`src/rtl/st_rr_arb_stage.sv`:
```
// Round-robin arbiter feeding one registered valid/ready stage shared by NREQ requesters.
// Optional packet lock is enabled by defining ST_RR_ARB_LOCK_EN.
module st_rr_arb_stage #(
    parameter int NREQ = 4,
    parameter int DW = 32,
    localparam int IDW = $clog2(NREQ)
) (
    input  logic              clk,
    input  logic              rst,
    input  logic [NREQ-1:0]   i_vld,
    output logic [NREQ-1:0]   i_rdy,
    input  logic [NREQ-1:0]   i_last,
    input  logic [NREQ*DW-1:0] data_i,
    output logic              o_vld,
    input  logic              o_rdy,
    output logic [DW-1:0]     data_o,
    output logic [IDW-1:0]    o_id,
    output logic              o_last
);

    // Handshake: a beat moves when valid and ready are both high at a rising edge;
    // valid never waits on ready, and ready is offered to at most one requester per cycle.
    logic           stage_free;
    logic           gnt_vld;
    logic [IDW-1:0] gnt_id;
    logic [IDW-1:0] ptr;
    logic           push;
    logic [DW-1:0]  gnt_data;

`ifdef ST_RR_ARB_LOCK_EN
    localparam logic [0:0] ST_IDLE = 1'b0;
    localparam logic [0:0] ST_LOCK = 1'b1;

    logic [0:0]     lock_state;
    logic [IDW-1:0] lid;
    logic           lock;
    logic           gnt_last;
    logic           o_last_q;

    assign lock = (lock_state == ST_LOCK);
`endif

    assign stage_free = ~o_vld | o_rdy;

    always_comb begin
        int idx;
        gnt_vld = 1'b0;
        gnt_id  = ptr;
        idx     = 0;
`ifdef ST_RR_ARB_LOCK_EN
        if (lock) begin
            // Mid-packet only the owner may proceed; a gap from it stalls everyone.
            gnt_vld = i_vld[lid];
            gnt_id  = lid;
        end else begin
`else
        begin
`endif
            for (int off = 0; off < NREQ; off++) begin
                idx = int'(ptr) + off;
                if (idx >= NREQ) idx = idx - NREQ;
                if (!gnt_vld && i_vld[idx]) begin
                    gnt_vld = 1'b1;
                    gnt_id  = IDW'(idx);
                end
            end
        end
    end

    // Ready is withheld during reset so no beat is handed over and then dropped.
    always_comb begin
        i_rdy = '0;
        if (gnt_vld && stage_free && rst) i_rdy[gnt_id] = 1'b1;
    end

    assign push     = gnt_vld & stage_free;
    assign gnt_data = data_i[int'(gnt_id) * DW +: DW];

    always_ff @(posedge clk) begin
        if (!rst) begin
            o_vld  <= 1'b0;
            data_o <= '0;
            o_id   <= '0;
            ptr    <= '0;
        end else if (push) begin
            o_vld  <= 1'b1;
            data_o <= gnt_data;
            o_id   <= gnt_id;
            // While locked gnt_id is lid, so ptr settles on lid+1 and stays there.
            ptr    <= (gnt_id == IDW'(NREQ - 1)) ? '0 : gnt_id + IDW'(1);
        end else if (o_rdy) begin
            o_vld  <= 1'b0;
        end
    end

`ifdef ST_RR_ARB_LOCK_EN
    assign gnt_last = i_last[gnt_id];

    always_ff @(posedge clk) begin
        if (!rst) begin
            lock_state <= ST_IDLE;
            lid        <= '0;
            o_last_q   <= 1'b0;
        end else if (push) begin
            o_last_q <= gnt_last;
            if (gnt_last) begin
                lock_state <= ST_IDLE;
            end else begin
                lock_state <= ST_LOCK;
                lid        <= gnt_id;
            end
        end
    end

    assign o_last = o_last_q;
`else
    logic unused_last;

    assign unused_last = ^i_last;
    assign o_last      = 1'b1;
`endif

endmodule

```
`config.mk`:
```
export PLATFORM = sky130hd
export DESIGN_NAME = st_rr_arb_stage
export DESIGN_NICKNAME = d
export VERILOG_FILES = /design/src/rtl/st_rr_arb_stage.sv
export SDC_FILE = /design/constraint.sdc
export NUM_CORES = 1
export LEC_CHECK = 0
export CAP_MARGIN = 15
export CORE_MARGIN = 3
export CORE_UTILIZATION = 38
export DETAILED_ROUTE_END_ITERATION = 8
export PLACE_DENSITY = 0.95
export SYNTH_ARGS = -nofsm -noshare
export SYNTH_HDL_FRONTEND = slang
export SYNTH_SLANG_ARGS = --single-unit
```
`constraint.sdc`:
```
create_clock -name clk -period 4.62 [get_ports clk]
set_clock_uncertainty 0.05 [all_clocks]
set_input_delay 0.693 -clock clk [delete_from_list [all_inputs] [get_ports clk]]
set_output_delay 0.693 -clock clk [all_outputs]
set_load 0.005 [all_outputs]
```
Yosys cells after proc, flatten, opt, wreduce, memory -nomap -nowiden:

Cells that the tools add are included.

* word-level logic and storage cells: 67
* register bits: 37
* output and inout port bits: 40

* shift operators: 1
* bitwise gates (word level): 3
* reductions and logical operators: 10
* $add $sub $neg: 8
* muxes and demuxes: 30
* order comparisons: 10
* equal/unequal tests: 1

Operators by type and width (number)
* 32-bit by 4-bit < comparator with 1-bit output, second input constant: 4
* 32-bit 2-to-1 mux: 4
* 128-bit by 8-bit indexed part select with 32-bit output: 1
* 1-bit 2-to-1 mux: 15
* 3-bit by 3-bit subtractor with 4-bit output, second input constant: 3
* 2-bit 2-to-1 mux: 5
* 3-bit >= comparator, second input constant: 3
* 1-bit binary-select mux with 2-bit select: 4
* 2-bit by 2-bit adder with 3-bit output, second input constant: 2
* 1-bit logical AND: 6
* 4-bit 2-to-1 mux: 1
* 2-bit by 3-bit subtractor with 4-bit output, second input constant: 1
* 2-bit by 1-bit adder with 3-bit output, second input constant: 1
* 2-bit by 3-bit >= comparator with 1-bit output, second input constant: 1
* 1-bit logical NOT: 3
* 2-bit by 3-bit < comparator with 1-bit output, second input constant: 1
* 2-bit by 1-bit adder with 2-bit output, second input constant: 1
* 1-bit demux with 2-bit select: 1
* 2-bit == test, second input constant: 1
* 2-bit by 1-bit >= comparator with 1-bit output, second input constant: 1
* 2-bit nonzero test: 1
* 1-bit bitwise AND: 1
* 1-bit NOT: 1
* 1-bit bitwise OR: 1

Depth between registers and ports, before layout:

Gate-level depths: netlist (run 1).

* depth in word-level cells: 20
* mapped depth: 10

Worst setup path after synthesis (run 1):

OpenSTA, ideal clock, no wires.

* kind: input-to-output
* from: input port i_vld[3]
* to: output port i_rdy[3]
* required time: 3.877 ns
* arrival: 2.189 ns
* stages on the path: 9
* path slack: 1.688 ns
* cell sequence: buf_4 -> and3b_1 -> or4_1 -> buf_2 -> and2_4 -> clkinv_4 -> buf_6 -> ha_1 -> and3_1

* cells in the longest elaborated chain, start to end: 18
* elaborated cells between the ends (all ways): 34

Ends and longest elaborated chain
* from (decl): line 10 `input logic [NREQ-1:0] i_vld,`
* 1-bit binary-select mux with 2-bit select: line 62 `if (!gnt_vld && i_vld[idx]) begin`
* 1-bit 2-to-1 mux (implied by the code) (2 in series): line 62
* 1-bit 2-to-1 mux: line 62
* 1-bit logical NOT: line 62
* 1-bit logical AND: line 62
* 1-bit 2-to-1 mux: line 62
* 1-bit logical NOT: line 62
* 1-bit logical AND: line 62
* 1-bit 2-to-1 mux: line 62
* 1-bit logical NOT: line 62
* 1-bit logical AND: line 62
* 2-bit 2-to-1 mux: line 62
* 2-bit by 3-bit < comparator with 1-bit output (implied by the code) / 2-bit by 1-bit >= comparator with 1-bit output (equally long branches): line 73 `if (gnt_vld && stage_free && rst) i_rdy[gnt_id] = 1'b1;`
* 1-bit logical AND (implied by the code): line 73
* 1-bit 2-to-1 mux (implied by the code): line 73
* 1-bit demux with 2-bit select: line 73
* 4-bit 2-to-1 mux (*): line 73
* to (decl): line 11 `output logic [NREQ-1:0] i_rdy,`

Every way passes the cells marked *; elsewhere a longest branch is shown, timed or not. The select of a mux whose other input is x is not followed.

Worst setup path after layout (run 1):

Ends and elaborated chain as after synthesis.

==> results of run 1 <==
[power by group through the flow]
stage	logic, uW	clock network, uW	registers [uW]
finish	541	225	419
global placement	523	0	421
global route	584	242	427
floorplan	246	0	422
detailed placement	537	0	425
CTS	540	227	418
[registers in the layout (all words and copies together), names as in the netlist]
name,cells
data_o,32
o_id,2
ptr,2
o_vld,1
[worst paths after layout]
path / to / slack [ps] / cells after the start
hold / removal: o_id[0]$_SDFFE_PN0P_ / 410 / 2
setup / recovery: i_rdy[3] / 530 / 8
hold reg to reg: o_id[0]$_SDFFE_PN0P_ / 410 / 2
setup reg to reg: data_o[2]$_SDFFE_PN0P_ / 2300 / 6
[cells in the mapped netlist (all sizes together)]
cell	instances	area share
a31oi	2	0.0049
o21ai	34	0.067
ha	1	0.0049
and3	34	0.084
conb	1	0.0015
nand2	7	0.010
o311ai	1	0.0064
clkbuf	23	0.034
nand3b	1	0.0030
or4	2	0.0059
a21boi	32	0.095
a21oi	5	0.0099
nor2	4	0.0059
o31ai	1	0.0030
o21a	1	0.0030
o21ba	1	0.0040
clkinv	1	0.0035
nand4	32	0.079
and3b	1	0.0035
or4b	1	0.0040
a22o	1	0.0035
nor3	4	0.0079
dfxtp	37	0.29
inv	1	0.0015
and2	3	0.0084
a211o	2	0.0069
nor2b	4	0.0099
buf	15	0.039
o21bai	1	0.0030
nand3	94	0.19
nand2b	1	0.0025
nor4	1	0.0025
a211oi	1	0.0030
[worst max-delay path, cell delays in order]
cell                              delay [ps]
sky130_fd_sc_hd__clkdlybuf4s50_1         670
sky130_fd_sc_hd__and3b_1                 220
sky130_fd_sc_hd__or4_1                   510
sky130_fd_sc_hd__and2_4                  190
sky130_fd_sc_hd__clkinv_4                220
sky130_fd_sc_hd__ha_1                    200
sky130_fd_sc_hd__and3_1                  140
sky130_fd_sc_hd__clkdlybuf4s50_1         500
[layer usage]
layer	vias to the layer above	part of all wire	global-route usage
met3	21	0.081	0.0470
met2	183	0.51	0.440
met1	1572	0.38	0.308
met5	-	0	0
li1	1610	-	-
met4	0	0.020	0.103
[layout make-up]
class,count,share of cell area
repair buffers,182,0.412
flip-flops and latches,37,0.170
inverters,2,0.00287
well taps,77,0.0221
clock inverters,3,0.00401
multi-input cells,273,0.373
clock buffers,5,0.0158
[layout by cell type, fill, tap and decap left out, types with 5 or more instances in the layout]
cell type                         synthesis  final
sky130_fd_sc_hd__a21boi_0                19     19
sky130_fd_sc_hd__a21boi_1                13     13
sky130_fd_sc_hd__a21oi_1                  5      5
sky130_fd_sc_hd__and3_1                  34     34
sky130_fd_sc_hd__buf_4                    2      9
sky130_fd_sc_hd__clkbuf_8                 0      5
sky130_fd_sc_hd__clkdlybuf4s50_1          0    173
sky130_fd_sc_hd__dfxtp_1                 37     37
sky130_fd_sc_hd__nand2_1                  7      7
sky130_fd_sc_hd__nand3_1                 94     94
sky130_fd_sc_hd__nand4_1                 32     32
sky130_fd_sc_hd__o21ai_1                 31     30
[through the flow]
| stage | power (uW) | area (sq um) | std cells | hold slack [ps] | setup WS (ps) |
|---|---|---|---|---|---|
| 6_report | 1180 | 4360 | 579 | 407 | 532 |
| 5_1_grt | 1250 | 4360 | 579 | 433 | 423 |
| 4_1_cts | 1190 | 4360 | 579 | 411 | 547 |
| 3_5_place_dp | 963 | 4280 | 571 | 400 | 549 |
| 3_3_place_gp | 944 | 4280 | 571 | 392 | 612 |
| 2_1_floorplan | 667 | 2530 | 350 | 403 | 1690 |
[kinds of logic (layout without fill, tap and decap cells)]
logic type,after synthesis,count (layout),synth area share
adders and majority gates,1,1,0.00494
AOI/OAI and AO/OA,82,82,0.210
and+or+nand+nor,189,189,0.413
other,1,1,0.00148
buffers and inverters,40,192,0.0781
DFF,37,37,0.293
==> metrics.cfg, run 1 <==
[pwr]
share_of_power_burned_in_registers=0.354
internal-power_uw=784
p_per_area_nw_per_um2=272
p_comb_frac=0.456
power.leakage_uw=0.00166
netSwitchingPower_uw=401
clock_power_share=0.190
power.switching_fraction=0.338
vdd_ir_drop_max_mv=0.221

[logic_synthesis]
mappedNetlistNets=490
flop_and_latch_count_out_of_synthesis=37
syn-instance-count=350
netlist-cell-type-count=39
synth-seq-area-share=0.293
post_synth.cell_area_avg_sq_um=7.23
yosys_warnings=0
netlist_area_sq_um=2530

[placement]
port_buffers=173
routabilityCongestion=0.883
detailed_place_hpwl_mm=7.17

[status]
status=complete, no violations

[final_layout]
antenna-diode-count=0
layout.core_utilization=0.683
fin_nets=641
drive_above_1_share=0.0518
multi_input_area_sq_um=1630
sequential_cell_area_sq_um=741
layout.filler_cells=525
areaGrowthSynthToFinish_pct=72.5

[cts]
cts_buffers=5
cts.path.max_buffers=2
clock_latency_ps=280
postCtsHoldBufs=0
cts_max_level=2
clock-sinks=37
cts.clk_slew.worst_paths_ps=80
post_cts_resized=0
cts_root_buf=sky130_fd_sc_hd__clkbuf_8
cts_post_setup_buffers_inserted=0
cts_tree=yes

[timing]
aggregate_negative_setup_slack_ps=0
finalCriticalPeriod_ps=4090
period_share=0.885
worst-slew-pin-transition_ps=818
timing.slew.headroom=0.453
hold_viol=0
timing.final.max_slew_violations=0
setup_viol=0
grt_setup_unrepaired=false
max_freq_mhz=245

[critical_path]
setup.worst_path.end_class=primary output
crit_type=input pin to primary output
crit_arrival_ps=3340
path_max_fanout=34
startpoint_of_the_most_critical_setup_path=i_vld[3]
launching_element_type_of_the_critical_path=input pin
timing.critical_path.required_ps=3880
reg2reg_from=ptr[0]$_SDFFE_PN0P_

[floorplan]
core-area_sq_um=6390
initial_utilization=0.396
floorplan.io_pins=179
chipWidth_microns=87.6
core.rowCount=29
die_y_microns=87.6
design.die.area_sq_um=7670

[hold_path]
holdCritPathClass=flop to flop
holdCritStartpoint=o_id[0]$_SDFFE_PN0P_

[grt]
global_route.usage.total=0.254
first_pass_grt_wire_length_mm=15.8
antenna_found_initial=0
global_route.overflow_total=0
grt_max_degree=63
first_global_vias=3341

[route]
via_per_inst=5.85
average_wire_per_standard_cell_microns=17.6
via_count=3386
post-route-drc-count=0
wirelength_mm=10.2
ant_nets=0
detail_route.iter0.violations=143
first_pass_iters=4

[run]
cap_violations=0

(Power assumes the default switching activity.)
==> run 2: changes to the inputs <==
CORE_MARGIN = 2   (was 3)
==> metrics.cfg, run 2 (synthesized netlist as in run 1, its figures left out) <==
[placement]
routabilityCongestion=0.893  ; +1.1%
place_inst=571  ; unchanged
detailed_place_hpwl_mm=7.14  ; -0.42%
port_buffers=173  ; unchanged

[timing]
timing.final.max_slew_violations=0  ; unchanged
hold_viol=0  ; unchanged
worst-slew-pin-transition_ps=762  ; -56.2 ps
grt_setup_unrepaired=false
setup_viol=0  ; unchanged
max_freq_mhz=244  ; -0.44%
timing.slew.headroom=0.490  ; +0.0376
finalCriticalPeriod_ps=4110  ; +18.1 ps
aggregate_negative_setup_slack_ps=0  ; unchanged
period_share=0.889  ; +0.00393

[cts]
cts_post_setup_buffers_inserted=0  ; unchanged
postCtsHoldBufs=0  ; unchanged
cts_buffers=5  ; unchanged
cts.path.max_buffers=2  ; unchanged
cts_tree=yes
cts.clk_slew.worst_paths_ps=70  ; about the same
clock-sinks=37  ; unchanged
cts_root_buf=sky130_fd_sc_hd__clkbuf_8
clock_latency_ps=280  ; about the same
post_cts_resized=0  ; unchanged
cts_max_level=2  ; unchanged

[final_layout]
layout.filler_cells=517  ; -1.5%
largest_reg_flops=32  ; unchanged
final_cells=579  ; unchanged
multi_input_area_sq_um=1630  ; unchanged
drive_above_1_share=0.0518  ; unchanged
final_common_cell=sky130_fd_sc_hd__clkdlybuf4s50_1
largest_register_by_flop_count=data_o
reg.largest.list=data_o: 32 flops, o_id: 2 flops, ptr: 2 flops
antenna-diode-count=0  ; unchanged
sequential_cell_area_sq_um=741  ; unchanged
layout.cells.most_common_list=sky130_fd_sc_hd__clkdlybuf4s50_1, sky130_fd_sc_hd__nand3_1, sky130_fd_sc_hd__dfxtp_1, sky130_fd_sc_hd__and3_1, sky130_fd_sc_hd__nand4_1
areaGrowthSynthToFinish_pct=73.0
fin_nets=641  ; unchanged

[pwr]
netSwitchingPower_uw=403  ; +0.72%
share_of_power_burned_in_registers=0.344  ; -0.010
p_comb_frac=0.442  ; -0.014
power.switching_fraction=0.331  ; -0.00704
internal-power_uw=815  ; +4.0%
fin_total_pwr_uw=1220  ; +2.9%
vdd_ir_drop_max_mv=0.217  ; -1.5%
clock_power_share=0.213  ; +0.023
power.leakage_uw=0.00168  ; +0.62%
p_per_area_nw_per_um2=278  ; +2.5%

[run]
cap_violations=0  ; unchanged

[route]
average_wire_per_standard_cell_microns=17.3  ; -1.5%
detail_route.iter0.violations=191  ; +34%
via_per_inst=5.82  ; -0.47%
wirelength_mm=10.0  ; -1.5%
via_count=3370  ; -0.47%
post-route-drc-count=0  ; unchanged
first_pass_iters=4  ; unchanged
ant_nets=0  ; unchanged

[grt]
global_route.overflow_total=0  ; unchanged
first_pass_grt_wire_length_mm=15.1  ; -4.4%
global_route.usage.total=0.255  ; +0.00153
antenna_found_initial=0  ; unchanged
first_global_vias=3276  ; -1.9%
grt_max_degree=63  ; unchanged

[floorplan]
design.die.area_sq_um=7330  ; -4.5%
die_y_microns=85.6  ; -2.3%
floorplan.io_pins=179  ; unchanged
core-area_sq_um=6390  ; unchanged
core.rowCount=29  ; unchanged
chipWidth_microns=85.6  ; -2.3%
initial_utilization=0.396  ; unchanged

[hold_path]
holdCritStartpoint=o_id[1]$_SDFFE_PN0P_
holdCritPathClass=flop to flop

[critical_path]
timing.critical_path.required_ps=3880  ; about the same
slowest_delay_ps=670  ; about the same
reg2reg_from=ptr[1]$_SDFFE_PN0P_
crit_type=input pin to primary output
path_delay_family=buffers and inverters
startpoint_of_the_most_critical_setup_path=i_vld[3]
path_common_cell=sky130_fd_sc_hd__clkdlybuf4s50_1
critPathSlowestCell=sky130_fd_sc_hd__clkdlybuf4s50_1
launching_element_type_of_the_critical_path=input pin
cp.buffers_inverters=3  ; unchanged
path_max_fanout=34  ; unchanged
crit_arrival_ps=3360  ; +20 ps
setup.worst_path.end_class=primary output
critical_path.cell_chain=clkdlybuf4s50_1 > and3b_1 > or4_1 > and2_4 > clkinv_4 > ha_1 > and3_1 > clkdlybuf4s50_1

[status]
status=complete, no violations

run 2: cell types whose count changed in the layout (fill, tap and decap cells not counted), sizes merged:
cell / before / now
clkinvlp: 1 / 0
clkinv: 3 / 2
clkbuf: 5 / 7
run 2: worst register-to-register path, cell delays in order, from the launching register on:
cell and delay, ps:
sky130_fd_sc_hd__dfxtp_1 450, sky130_fd_sc_hd__and3b_1 260, sky130_fd_sc_hd__or4_1 520, sky130_fd_sc_hd__buf_4 310
sky130_fd_sc_hd__and3_1 300, sky130_fd_sc_hd__o21ai_1 140, sky130_fd_sc_hd__nand4_1 110
run 2: cell type report:
class / count / share of cell area
clock inverters: 1 / 0.00114
clock buffers: 7 / 0.0220
well taps: 77 / 0.0220
repair buffers: 182 / 0.411
flip-flops and latches: 37 / 0.169
inverters: 2 / 0.00286
multi-input cells: 273 / 0.372
run 2: power groups by stage:
stage	clock, uW	combinational [uW]	sequential [uW]
global route	278	579	427
detailed placement	0	538	425
finish	260	539	419
floorplan	0	246	422
global placement	0	523	421
CTS	262	540	418
run 2: worst paths after layout:
path	depth (start not counted)	to	slack [ps]
worst min register to register	2	o_id[1]$_SDFFE_PN0P_	410
worst max-delay path	8	i_rdy[3]	510
worst max register to register	6	data_o[23]$_SDFFE_PN0P_	2350
worst min-delay path	2	o_id[1]$_SDFFE_PN0P_	410
run 2: stage by stage:
step | hold slack (ps) | setup slack (ps) | instance area, sq um | util
CTS | 409 | 526 | 4380 | 0.686
floorplan | 403 | 1690 | 2530 | -
detailed placement | 399 | 523 | 4280 | 0.670
global placement | 398 | 613 | 4280 | 0.670
global route | 434 | 426 | 4380 | 0.686
finish | 407 | 514 | 4380 | 0.686
run 2: metal layers:
metal,vias up,global-route usage,share of wire
li1,1614,-,-
met1,1570,0.294,0.38
met2,170,0.472,0.52
met3,16,0.0520,0.085
met4,0,0.0794,0.017
met5,-,0,0
